**config.mk**
```make
export PLATFORM = sky130hd
export DESIGN_NAME = block_mover
export DESIGN_NICKNAME = d
export VERILOG_FILES = /design/src/rtl/block_mover_pkg.sv /design/src/rtl/bm_out_buf.sv /design/src/rtl/block_mover.sv
export SDC_FILE = /design/constraint.sdc
export NUM_CORES = 1
export LEC_CHECK = 0
export ABC_AREA = 1
export CAP_MARGIN = 5
export CORE_MARGIN = 5
export CORE_UTILIZATION = 36
export DETAILED_ROUTE_END_ITERATION = 8
export DONT_BUFFER_PORTS = 1
export SLEW_MARGIN = 20
export SYNTH_ARGS = -nofsm -noshare
export SYNTH_HDL_FRONTEND = slang
export SYNTH_HIERARCHICAL = 1
export SYNTH_SLANG_ARGS = --single-unit
```
**constraint.sdc**
```tcl
create_clock -name clk -period 4.3 [get_ports clk]
set_input_delay 0.645 -clock clk [delete_from_list [all_inputs] [get_ports clk]]
set_output_delay 0.645 -clock clk [all_outputs]
set_load 0.02 [all_outputs]
```
**src/rtl/block_mover_pkg.sv**
```systemverilog
// block_mover_pkg
// Shared definitions for the block mover: default width parameters, the handle
// word width and layout, and the mover FSM state encoding.
//   LANE_FIFO_ADDR_W    lane FIFO address width (depth 32)
//   HANDLE_ADDR_W       handle FIFO address width (depth 1024)
//   PAGE_ADDR_W         page RAM address width
//   MAX_PKT_LENGTH_BITS handle length field width (length counts words)
//   DATA_W              lane / page word width
//   HANDLE_W            handle word width
package block_mover_pkg;

    localparam int LANE_FIFO_ADDR_W    = 5;
    localparam int HANDLE_ADDR_W       = 10;
    localparam int PAGE_ADDR_W         = 18;
    localparam int MAX_PKT_LENGTH_BITS = 8;
    localparam int DATA_W              = 40;
    localparam int HANDLE_W            = LANE_FIFO_ADDR_W + PAGE_ADDR_W + MAX_PKT_LENGTH_BITS + 1;

    // Handle word at the default widths, MSB first.
    typedef struct packed {
        logic                           drop;
        logic [MAX_PKT_LENGTH_BITS-1:0] len;
        logic [PAGE_ADDR_W-1:0]         page_addr;
        logic [LANE_FIFO_ADDR_W-1:0]    src_addr;
    } handle_t;

    typedef enum logic [2:0] {
        ST_IDLE   = 3'd0,
        ST_FETCH  = 3'd1,
        ST_DECODE = 3'd2,
        ST_MOVE   = 3'd3,
        ST_DONE   = 3'd4
    } bm_state_e;

endpackage

```
**src/rtl/bm_out_buf.sv**
```systemverilog
// bm_out_buf
// Two-entry skid buffer between the lane read pipeline and the page-write
// arbiter. The head entry drives req/addr/data and only changes when it is
// granted or when the buffer is empty, so the request stays stable until gnt.
// Ports:
//   clk, rst              clock, synchronous active-high reset (empties buffer)
//   push, push_addr/data  word arriving from the lane RAM
//   gnt                   arbiter grant; a transfer is req & gnt
//   req, addr, data       page write request presented to the arbiter
//   count                 entries held (0..2)
module bm_out_buf #(
    parameter int ADDR_W = 18,
    parameter int WORD_W = 40
) (
    input  logic              clk,
    input  logic              rst,
    input  logic              push,
    input  logic [ADDR_W-1:0] push_addr,
    input  logic [WORD_W-1:0] push_data,
    input  logic              gnt,
    output logic              req,
    output logic [ADDR_W-1:0] addr,
    output logic [WORD_W-1:0] data,
    output logic [1:0]        count
);

    import block_mover_pkg::*;

    logic              head_vld_r;
    logic              skid_vld_r;
    logic [ADDR_W-1:0] head_addr_r;
    logic [WORD_W-1:0] head_data_r;
    logic [ADDR_W-1:0] skid_addr_r;
    logic [WORD_W-1:0] skid_data_r;
    logic              pop_s;

    assign pop_s = head_vld_r & gnt;

    // Head/skid storage; the skid entry is only ever valid behind a valid head.
    always_ff @(posedge clk) begin
        if (rst) begin
            head_vld_r  <= 1'b0;
            skid_vld_r  <= 1'b0;
            head_addr_r <= {ADDR_W{1'b0}};
            head_data_r <= {WORD_W{1'b0}};
            skid_addr_r <= {ADDR_W{1'b0}};
            skid_data_r <= {WORD_W{1'b0}};
        end else if (pop_s) begin
            if (skid_vld_r) begin
                head_addr_r <= skid_addr_r;
                head_data_r <= skid_data_r;
                skid_vld_r  <= push;
                if (push) begin
                    skid_addr_r <= push_addr;
                    skid_data_r <= push_data;
                end
            end else begin
                head_vld_r <= push;
                if (push) begin
                    head_addr_r <= push_addr;
                    head_data_r <= push_data;
                end
            end
        end else begin
            if (!head_vld_r) begin
                head_vld_r <= push;
                if (push) begin
                    head_addr_r <= push_addr;
                    head_data_r <= push_data;
                end
            end else if (push) begin
                skid_vld_r  <= 1'b1;
                skid_addr_r <= push_addr;
                skid_data_r <= push_data;
            end
        end
    end

    assign req   = head_vld_r;
    assign addr  = head_addr_r;
    assign data  = head_data_r;
    assign count = {skid_vld_r, head_vld_r & ~skid_vld_r};

endmodule

```
**src/rtl/block_mover.sv**
```systemverilog
// block_mover
// Pops handles from a handle FIFO, reads len words from the lane FIFO starting
// at src_addr and writes them to consecutive page RAM addresses through an
// arbitrated page-write port, then frees the lane words and retires the handle.
// Ports:
//   clk, rst                        clock, synchronous active-high reset
//   handle_wptr / handle_rptr       handle FIFO pointers (in / out)
//   handle_rd_addr, handle_rd_data  handle RAM read port (1-cycle latency)
//   lane_wptr / lane_rptr           lane FIFO pointers (in / out)
//   lane_rd_en/addr, lane_rd_data   lane RAM read port (data next cycle)
//   page_wr_req/gnt/waddr/wdata     page-write arbiter handshake
//   mover_busy                      high while a handle is in flight
// Optional build macro BLOCK_MOVER_STATS_EN adds saturating counters
//   stat_words (granted page writes) and stat_drops (dropped handles).
module block_mover #(
    parameter int LANE_FIFO_ADDR_W    = block_mover_pkg::LANE_FIFO_ADDR_W,
    parameter int HANDLE_ADDR_W       = block_mover_pkg::HANDLE_ADDR_W,
    parameter int PAGE_ADDR_W         = block_mover_pkg::PAGE_ADDR_W,
    parameter int MAX_PKT_LENGTH_BITS = block_mover_pkg::MAX_PKT_LENGTH_BITS,
    parameter int DATA_W              = block_mover_pkg::DATA_W
) (
    input  logic                        clk,
    input  logic                        rst,
    input  logic [HANDLE_ADDR_W-1:0]    handle_wptr,
    output logic [HANDLE_ADDR_W-1:0]    handle_rd_addr,
    input  logic [LANE_FIFO_ADDR_W+PAGE_ADDR_W+MAX_PKT_LENGTH_BITS:0] handle_rd_data,
    output logic [HANDLE_ADDR_W-1:0]    handle_rptr,
    input  logic [LANE_FIFO_ADDR_W-1:0] lane_wptr,
    output logic                        lane_rd_en,
    output logic [LANE_FIFO_ADDR_W-1:0] lane_rd_addr,
    input  logic [DATA_W-1:0]           lane_rd_data,
    output logic [LANE_FIFO_ADDR_W-1:0] lane_rptr,
    output logic                        page_wr_req,
    input  logic                        page_wr_gnt,
    output logic [PAGE_ADDR_W-1:0]      page_waddr,
    output logic [DATA_W-1:0]           page_wdata,
    output logic                        mover_busy
`ifdef BLOCK_MOVER_STATS_EN
    ,
    output logic [31:0]                 stat_words,
    output logic [15:0]                 stat_drops
`endif
);

    import block_mover_pkg::*;

    // Handle field positions, LSB first.
    localparam int PAGE_LSB = LANE_FIFO_ADDR_W;
    localparam int LEN_LSB  = PAGE_LSB + PAGE_ADDR_W;
    localparam int DROP_BIT = LEN_LSB + MAX_PKT_LENGTH_BITS;

    localparam logic [LANE_FIFO_ADDR_W-1:0]    LANE_ONE = {{(LANE_FIFO_ADDR_W-1){1'b0}}, 1'b1};
    localparam logic [HANDLE_ADDR_W-1:0]       HPTR_ONE = {{(HANDLE_ADDR_W-1){1'b0}}, 1'b1};
    localparam logic [PAGE_ADDR_W-1:0]         PAGE_ONE = {{(PAGE_ADDR_W-1){1'b0}}, 1'b1};
    localparam logic [MAX_PKT_LENGTH_BITS-1:0] CNT_ONE  = {{(MAX_PKT_LENGTH_BITS-1){1'b0}}, 1'b1};
    localparam logic [MAX_PKT_LENGTH_BITS-1:0] CNT_ZERO = {MAX_PKT_LENGTH_BITS{1'b0}};

    bm_state_e                      state_r;
    bm_state_e                      state_nxt_s;

    logic [HANDLE_ADDR_W-1:0]       handle_rptr_r;
    logic [LANE_FIFO_ADDR_W-1:0]    lane_rptr_r;
    logic [LANE_FIFO_ADDR_W-1:0]    lane_rd_addr_r;
    logic [LANE_FIFO_ADDR_W-1:0]    src_r;
    logic [MAX_PKT_LENGTH_BITS-1:0] len_r;
    logic [MAX_PKT_LENGTH_BITS-1:0] rd_cnt_r;
    logic [MAX_PKT_LENGTH_BITS-1:0] wr_cnt_r;
    logic [PAGE_ADDR_W-1:0]         page_ptr_r;
    logic                           rd_vld_r;

    logic                           dec_drop_s;
    logic [MAX_PKT_LENGTH_BITS-1:0] dec_len_s;
    logic [PAGE_ADDR_W-1:0]         dec_page_s;
    logic [LANE_FIFO_ADDR_W-1:0]    dec_src_s;

    logic                           grant_s;
    logic                           lane_rd_en_s;
    logic                           mover_busy_s;
    logic [1:0]                     buf_count_s;
    logic [2:0]                     buf_load_s;
    logic [LANE_FIFO_ADDR_W+MAX_PKT_LENGTH_BITS-1:0] lane_end_wide_s;

    assign dec_drop_s = handle_rd_data[DROP_BIT];
    assign dec_len_s  = handle_rd_data[DROP_BIT-1:LEN_LSB];
    assign dec_page_s = handle_rd_data[LEN_LSB-1:PAGE_LSB];
    assign dec_src_s  = handle_rd_data[PAGE_LSB-1:0];

    assign grant_s = page_wr_req & page_wr_gnt;

    // src+len computed wide so any len width wraps correctly on the lane ring.
    assign lane_end_wide_s = {{MAX_PKT_LENGTH_BITS{1'b0}}, src_r}
                           + {{LANE_FIFO_ADDR_W{1'b0}}, len_r};

    // FSM state register.
    always_ff @(posedge clk) begin
        if (rst) begin
            state_r <= ST_IDLE;
        end else begin
            state_r <= state_nxt_s;
        end
    end

    // FSM next-state logic.
    always_comb begin
        state_nxt_s = state_r;
        case (state_r)
            ST_IDLE: begin
                if (handle_rptr_r != handle_wptr) begin
                    state_nxt_s = ST_FETCH;
                end else begin
                    state_nxt_s = ST_IDLE;
                end
            end
            ST_FETCH: begin
                state_nxt_s = ST_DECODE;
            end
            ST_DECODE: begin
                if (dec_drop_s || (dec_len_s == CNT_ZERO)) begin
                    state_nxt_s = ST_DONE;
                end else begin
                    state_nxt_s = ST_MOVE;
                end
            end
            ST_MOVE: begin
                if (grant_s && ((wr_cnt_r + CNT_ONE) == len_r)) begin
                    state_nxt_s = ST_DONE;
                end else begin
                    state_nxt_s = ST_MOVE;
                end
            end
            ST_DONE: begin
                state_nxt_s = ST_IDLE;
            end
            default: begin
                state_nxt_s = ST_IDLE;
            end
        endcase
    end

    // FSM outputs. A read is issued only if, after this cycle's pop, at most one
    // entry is held or in flight, so the returning word always finds a slot.
    // rst gates the read strobe so an abort takes effect in the same cycle.
    always_comb begin
        mover_busy_s = 1'b0;
        lane_rd_en_s = 1'b0;
        buf_load_s   = {1'b0, buf_count_s} + {2'b00, rd_vld_r} - {2'b00, grant_s};
        if (state_r != ST_IDLE) begin
            mover_busy_s = 1'b1;
        end else begin
            mover_busy_s = 1'b0;
        end
        if ((state_r == ST_MOVE) && !rst && (rd_cnt_r != len_r) &&
            (lane_rd_addr_r != lane_wptr) && (buf_load_s <= 3'd1)) begin
            lane_rd_en_s = 1'b1;
        end else begin
            lane_rd_en_s = 1'b0;
        end
    end

    // Handle latch, lane read pointer, word counters and FIFO pointer updates.
    always_ff @(posedge clk) begin
        if (rst) begin
            handle_rptr_r  <= {HANDLE_ADDR_W{1'b0}};
            lane_rptr_r    <= {LANE_FIFO_ADDR_W{1'b0}};
            lane_rd_addr_r <= {LANE_FIFO_ADDR_W{1'b0}};
            src_r          <= {LANE_FIFO_ADDR_W{1'b0}};
            len_r          <= CNT_ZERO;
            rd_cnt_r       <= CNT_ZERO;
            wr_cnt_r       <= CNT_ZERO;
            page_ptr_r     <= {PAGE_ADDR_W{1'b0}};
            rd_vld_r       <= 1'b0;
        end else begin
            rd_vld_r <= lane_rd_en_s;
            case (state_r)
                ST_DECODE: begin
                    src_r          <= dec_src_s;
                    len_r          <= dec_len_s;
                    page_ptr_r     <= dec_page_s;
                    lane_rd_addr_r <= dec_src_s;
                    rd_cnt_r       <= CNT_ZERO;
                    wr_cnt_r       <= CNT_ZERO;
                end
                ST_MOVE: begin
                    if (lane_rd_en_s) begin
                        lane_rd_addr_r <= lane_rd_addr_r + LANE_ONE;
                        rd_cnt_r       <= rd_cnt_r + CNT_ONE;
                    end
                    // The page address travels with each word as it enters the buffer.
                    if (rd_vld_r) begin
                        page_ptr_r <= page_ptr_r + PAGE_ONE;
                    end
                    if (grant_s) begin
                        wr_cnt_r <= wr_cnt_r + CNT_ONE;
                    end
                end
                ST_DONE: begin
                    lane_rptr_r   <= lane_end_wide_s[LANE_FIFO_ADDR_W-1:0];
                    handle_rptr_r <= handle_rptr_r + HPTR_ONE;
                end
                default: begin
                end
            endcase
        end
    end

    bm_out_buf #(
        .ADDR_W (PAGE_ADDR_W),
        .WORD_W (DATA_W)
    ) u_out_buf (
        .clk       (clk),
        .rst       (rst),
        .push      (rd_vld_r),
        .push_addr (page_ptr_r),
        .push_data (lane_rd_data),
        .gnt       (page_wr_gnt),
        .req       (page_wr_req),
        .addr      (page_waddr),
        .data      (page_wdata),
        .count     (buf_count_s)
    );

    assign handle_rd_addr = handle_rptr_r;
    assign handle_rptr    = handle_rptr_r;
    assign lane_rptr      = lane_rptr_r;
    assign lane_rd_addr   = lane_rd_addr_r;
    assign lane_rd_en     = lane_rd_en_s;
    assign mover_busy     = mover_busy_s;

`ifdef BLOCK_MOVER_STATS_EN
    logic [31:0] stat_words_r;
    logic [15:0] stat_drops_r;

    // Saturating counters of granted page writes and dropped handles.
    always_ff @(posedge clk) begin
        if (rst) begin
            stat_words_r <= 32'd0;
            stat_drops_r <= 16'd0;
        end else begin
            if (grant_s && (stat_words_r != 32'hFFFF_FFFF)) begin
                stat_words_r <= stat_words_r + 32'd1;
            end
            if ((state_r == ST_DECODE) && dec_drop_s && (stat_drops_r != 16'hFFFF)) begin
                stat_drops_r <= stat_drops_r + 16'd1;
            end
        end
    end

    assign stat_words = stat_words_r;
    assign stat_drops = stat_drops_r;
`else
    // Statistics counters are not built in this configuration.
`endif

endmodule

```
==> flow_summary.ini <==
[setup_path]
cpPeakStageDelay_ns = 0.56
startpoint_type = flop
r2r_slack_ns = 1.58
r2r-start = u_out_buf/skid_vld_r$_SDFFE_PP0P_
slowest_stage = buf_4
worst_ep_required_time_ns = 3.65
r2r.worst_path.cells = 11
arrival_ns = 2.78
criticalPathCategory = flop to primary output
crit_chain = buf_4 > inv_1 > fa_1 > a21oi_1 > o211ai_1 > nor2_4 > and3_1
cp_max_fo = 65
end_kind = primary output
worstReg2RegEnd = lane_rd_addr[1]$_SDFFE_PP0P_

[placed_design]
io_buffers = 0
dp_hpwl_um = 19000
gp_congestion = 0.841

[cells_and_area]
final_util_pct = 38.5
drive_above_1_share_pct = 5.85
nets = 1681
area_growth_pct = 4.83

[detailed_routing]
wl_per_cell_um = 15.1
vias = 10100
drt-initial-drc-count = 830
routed_wirelength_um = 29900
drt_drc_violations_left = 0
first_pass_iters = 5
antenna_left = 0
drt-vias-per-instance = 5.08

[timing]
skew_ns = 0.0105
max_freq_mhz = 292
maxSlewViolCount = 0
tightest_slew_ns = 0.921
fin_crit_sh_pct = 79.7
max_slew_margin_pct = 38.6
rsz0062_at_grt = no
tns_ns = 0
setup_viol = 0
min_period_ns = 3.43
hold_violations = 0

[die]
die_w_um = 184
die_height_um = 184
dieArea_um2 = 34000
num_io_pins = 181
rows = 63
core_um2 = 29800
start_util_pct = 36.7

[min_path]
hold-path-endpoint = handle_rd_addr[6]$_SDFFE_PP0N_
hp-class = input pin to flop
worstHoldStart = rst
hold_depth = 1

[power]
p_seq_share_pct = 48.5
p_int_mw = 2.82
leakage_nw = 5.28
combPwrFrac_pct = 12.3
clockPowerShare_pct = 39.2
pwr_density_cell_nw_per_um2 = 354
ir_drop_uv = 255
switching_share_pct = 30.3
switching_power_mw = 1.23

[clocking]
h-tree-depth = 4
path_clk_slew_ns = 0.07
post_cts_buffers = 0
tritoncts = done
cts_resized = 0
cts-buffers-inserted = 17
clock_tree.buffer_depth = 2
clock_latency_ns = 0.44
cts_root_buffer = clkbuf_16
hold_buffers = 0
clkSinkCount = 189

[global_route]
antenna_found_initial = 6
grt-ovfl-total = 0
grt_pass1_wl_um = 48700
grt_max_degree = 94
grt.total_usage_pct = 17.4
grt_pass1_vias = 9214

[outcome]
status = finished, final reports clean

[yosys]
yosys-top-cells-area = dfxtp_1 35%, nand2_1 17%, inv_1 6.2%
netlist_area_um2 = 10900
seq_area_frac_synth_pct = 34.6
syn-num-nets = 1768
synth-warning-count = 6
synth-edff-count = 0
synth_top_area_cell = dfxtp_1
synth_common_cells = 494 x nand2_1, 189 x dfxtp_1, 180 x inv_1, 118 x nor2_1, 108 x a21oi_1
async_flop_share_pct = 0
synth_most_common_cell = nand2_1
synth_top_area_share_pct = 34.6
yosys_register_bits = 189
ys.flop_type = dfxtp_1
synth.distinct_cells = 53
syn_inst = 1665
syn_avg_cell_area_um2 = 6.57

[job]
drv_cap = 0
per-stage QoR:
stage | worst slack, ns | hold slack (ns) | cell area, um2 | instances | total power, mW
6_report | 0.873 | 0.283 | 11500 | 1983 | 4.05
3_3_place_gp | 1.15 | 0.453 | 10900 | 1949 | 2.49
2_1_floorplan | 1.18 | 0.450 | 10900 | 1665 | 2.40
3_5_place_dp | 1.13 | 0.457 | 10900 | 1949 | 2.50
5_1_grt | 0.648 | 0.248 | 11500 | 1981 | 4.27
4_1_cts | 0.804 | 0.253 | 11500 | 1981 | 4.11
cell type report:
class / instances / area [um2]
clock buffer: 19 / 443
tap: 390 / 488
sequential: 189 / 3790
clock inverter: 13 / 131
timing repair buffer: 12 / 103
antenna: 2 / 5.00
fill: 3147 / 18300
inverter: 186 / 704
multi-input combinational: 1172 / 5800
per-layer routing:
layer	routed length [um]	track usage, %	share of wire [%]
met5	55	0	0.18
met4	399	4.35	1.3
met3	2160	5.23	7.2
met2	13600	28.0	45
met1	13700	22.8	46
state kept, by name (all words and copies together) (netlist names), 8 cells and up:
name                   flops
u_out_buf/skid_addr_r     18
u_out_buf/data            40
rd_cnt_r                   8
len_r                      8
u_out_buf/addr            18
page_ptr_r                18
wr_cnt_r                   8
handle_rd_addr            10
u_out_buf/skid_data_r     40
worst max-delay path, delay by kind of cell (launching register included):
| family | cells | cell delay, ns |
|---|---|---|
| buffers and inverters | 2 | 0.71 |
| AND/OR/NAND/NOR | 2 | 0.53 |
| adder cells (fa/ha/maj) | 1 | 0.50 |
| flip-flops | 1 | 0.33 |
| AO/OA/AOI/OAI | 2 | 0.26 |
worst max path at each step:
stage	from	end	slack (ns)
final	u_out_buf/skid_vld_r$_SDFFE_PP0P_	lane_rd_en	0.87
after global routing	u_out_buf/skid_vld_r$_SDFFE_PP0P_	lane_rd_en	0.65
after CTS	u_out_buf/skid_vld_r$_SDFFE_PP0P_	lane_rd_en	0.80
after detailed placement	page_wr_gnt	lane_rd_en	1.13
after global placement	page_wr_gnt	lane_rd_en	1.15
after floorplan	u_out_buf/req$_SDFFE_PP0P_	lane_rd_en	1.18
cells in the final DEF, fill, tap and decap left out, drive strengths merged, types with 9 or more instances in the layout:
cell type	Yosys	layout
nor2	130	130
nand3b	61	61
nand2	505	505
xnor2	9	9
o21ai	107	107
a21oi	117	117
dfxtp	189	189
buf	70	12
clkbuf	48	19
nand3	100	100
nand4	68	68
ha	11	11
xor2	14	14
inv	185	190
kinds of logic (layout without fill, tap and decap cells):
group | after synthesis | count (layout) | share of synthesized area, %
AND/OR/NAND/NOR | 883 | 883 | 37.0
buffers and inverters | 304 | 230 | 12.4
adder cells (fa/ha/maj) | 13 | 13 | 1.62
other | 0 | 2 | 0
XOR/XNOR | 23 | 23 | 1.84
flip-flops | 189 | 189 | 34.6
AO/OA/AOI/OAI | 253 | 253 | 12.6
power by group through the flow:
stage,clock network (mW),logic (mW),registers [mW]
floorplan,0,0.439,1.96
global placement,0,0.489,2.01
detailed placement,0,0.497,2.01
CTS,1.64,0.500,1.97
global route,1.71,0.571,1.98
finish,1.59,0.497,1.97
No activity file was read; power rests on OpenSTA's default activity.
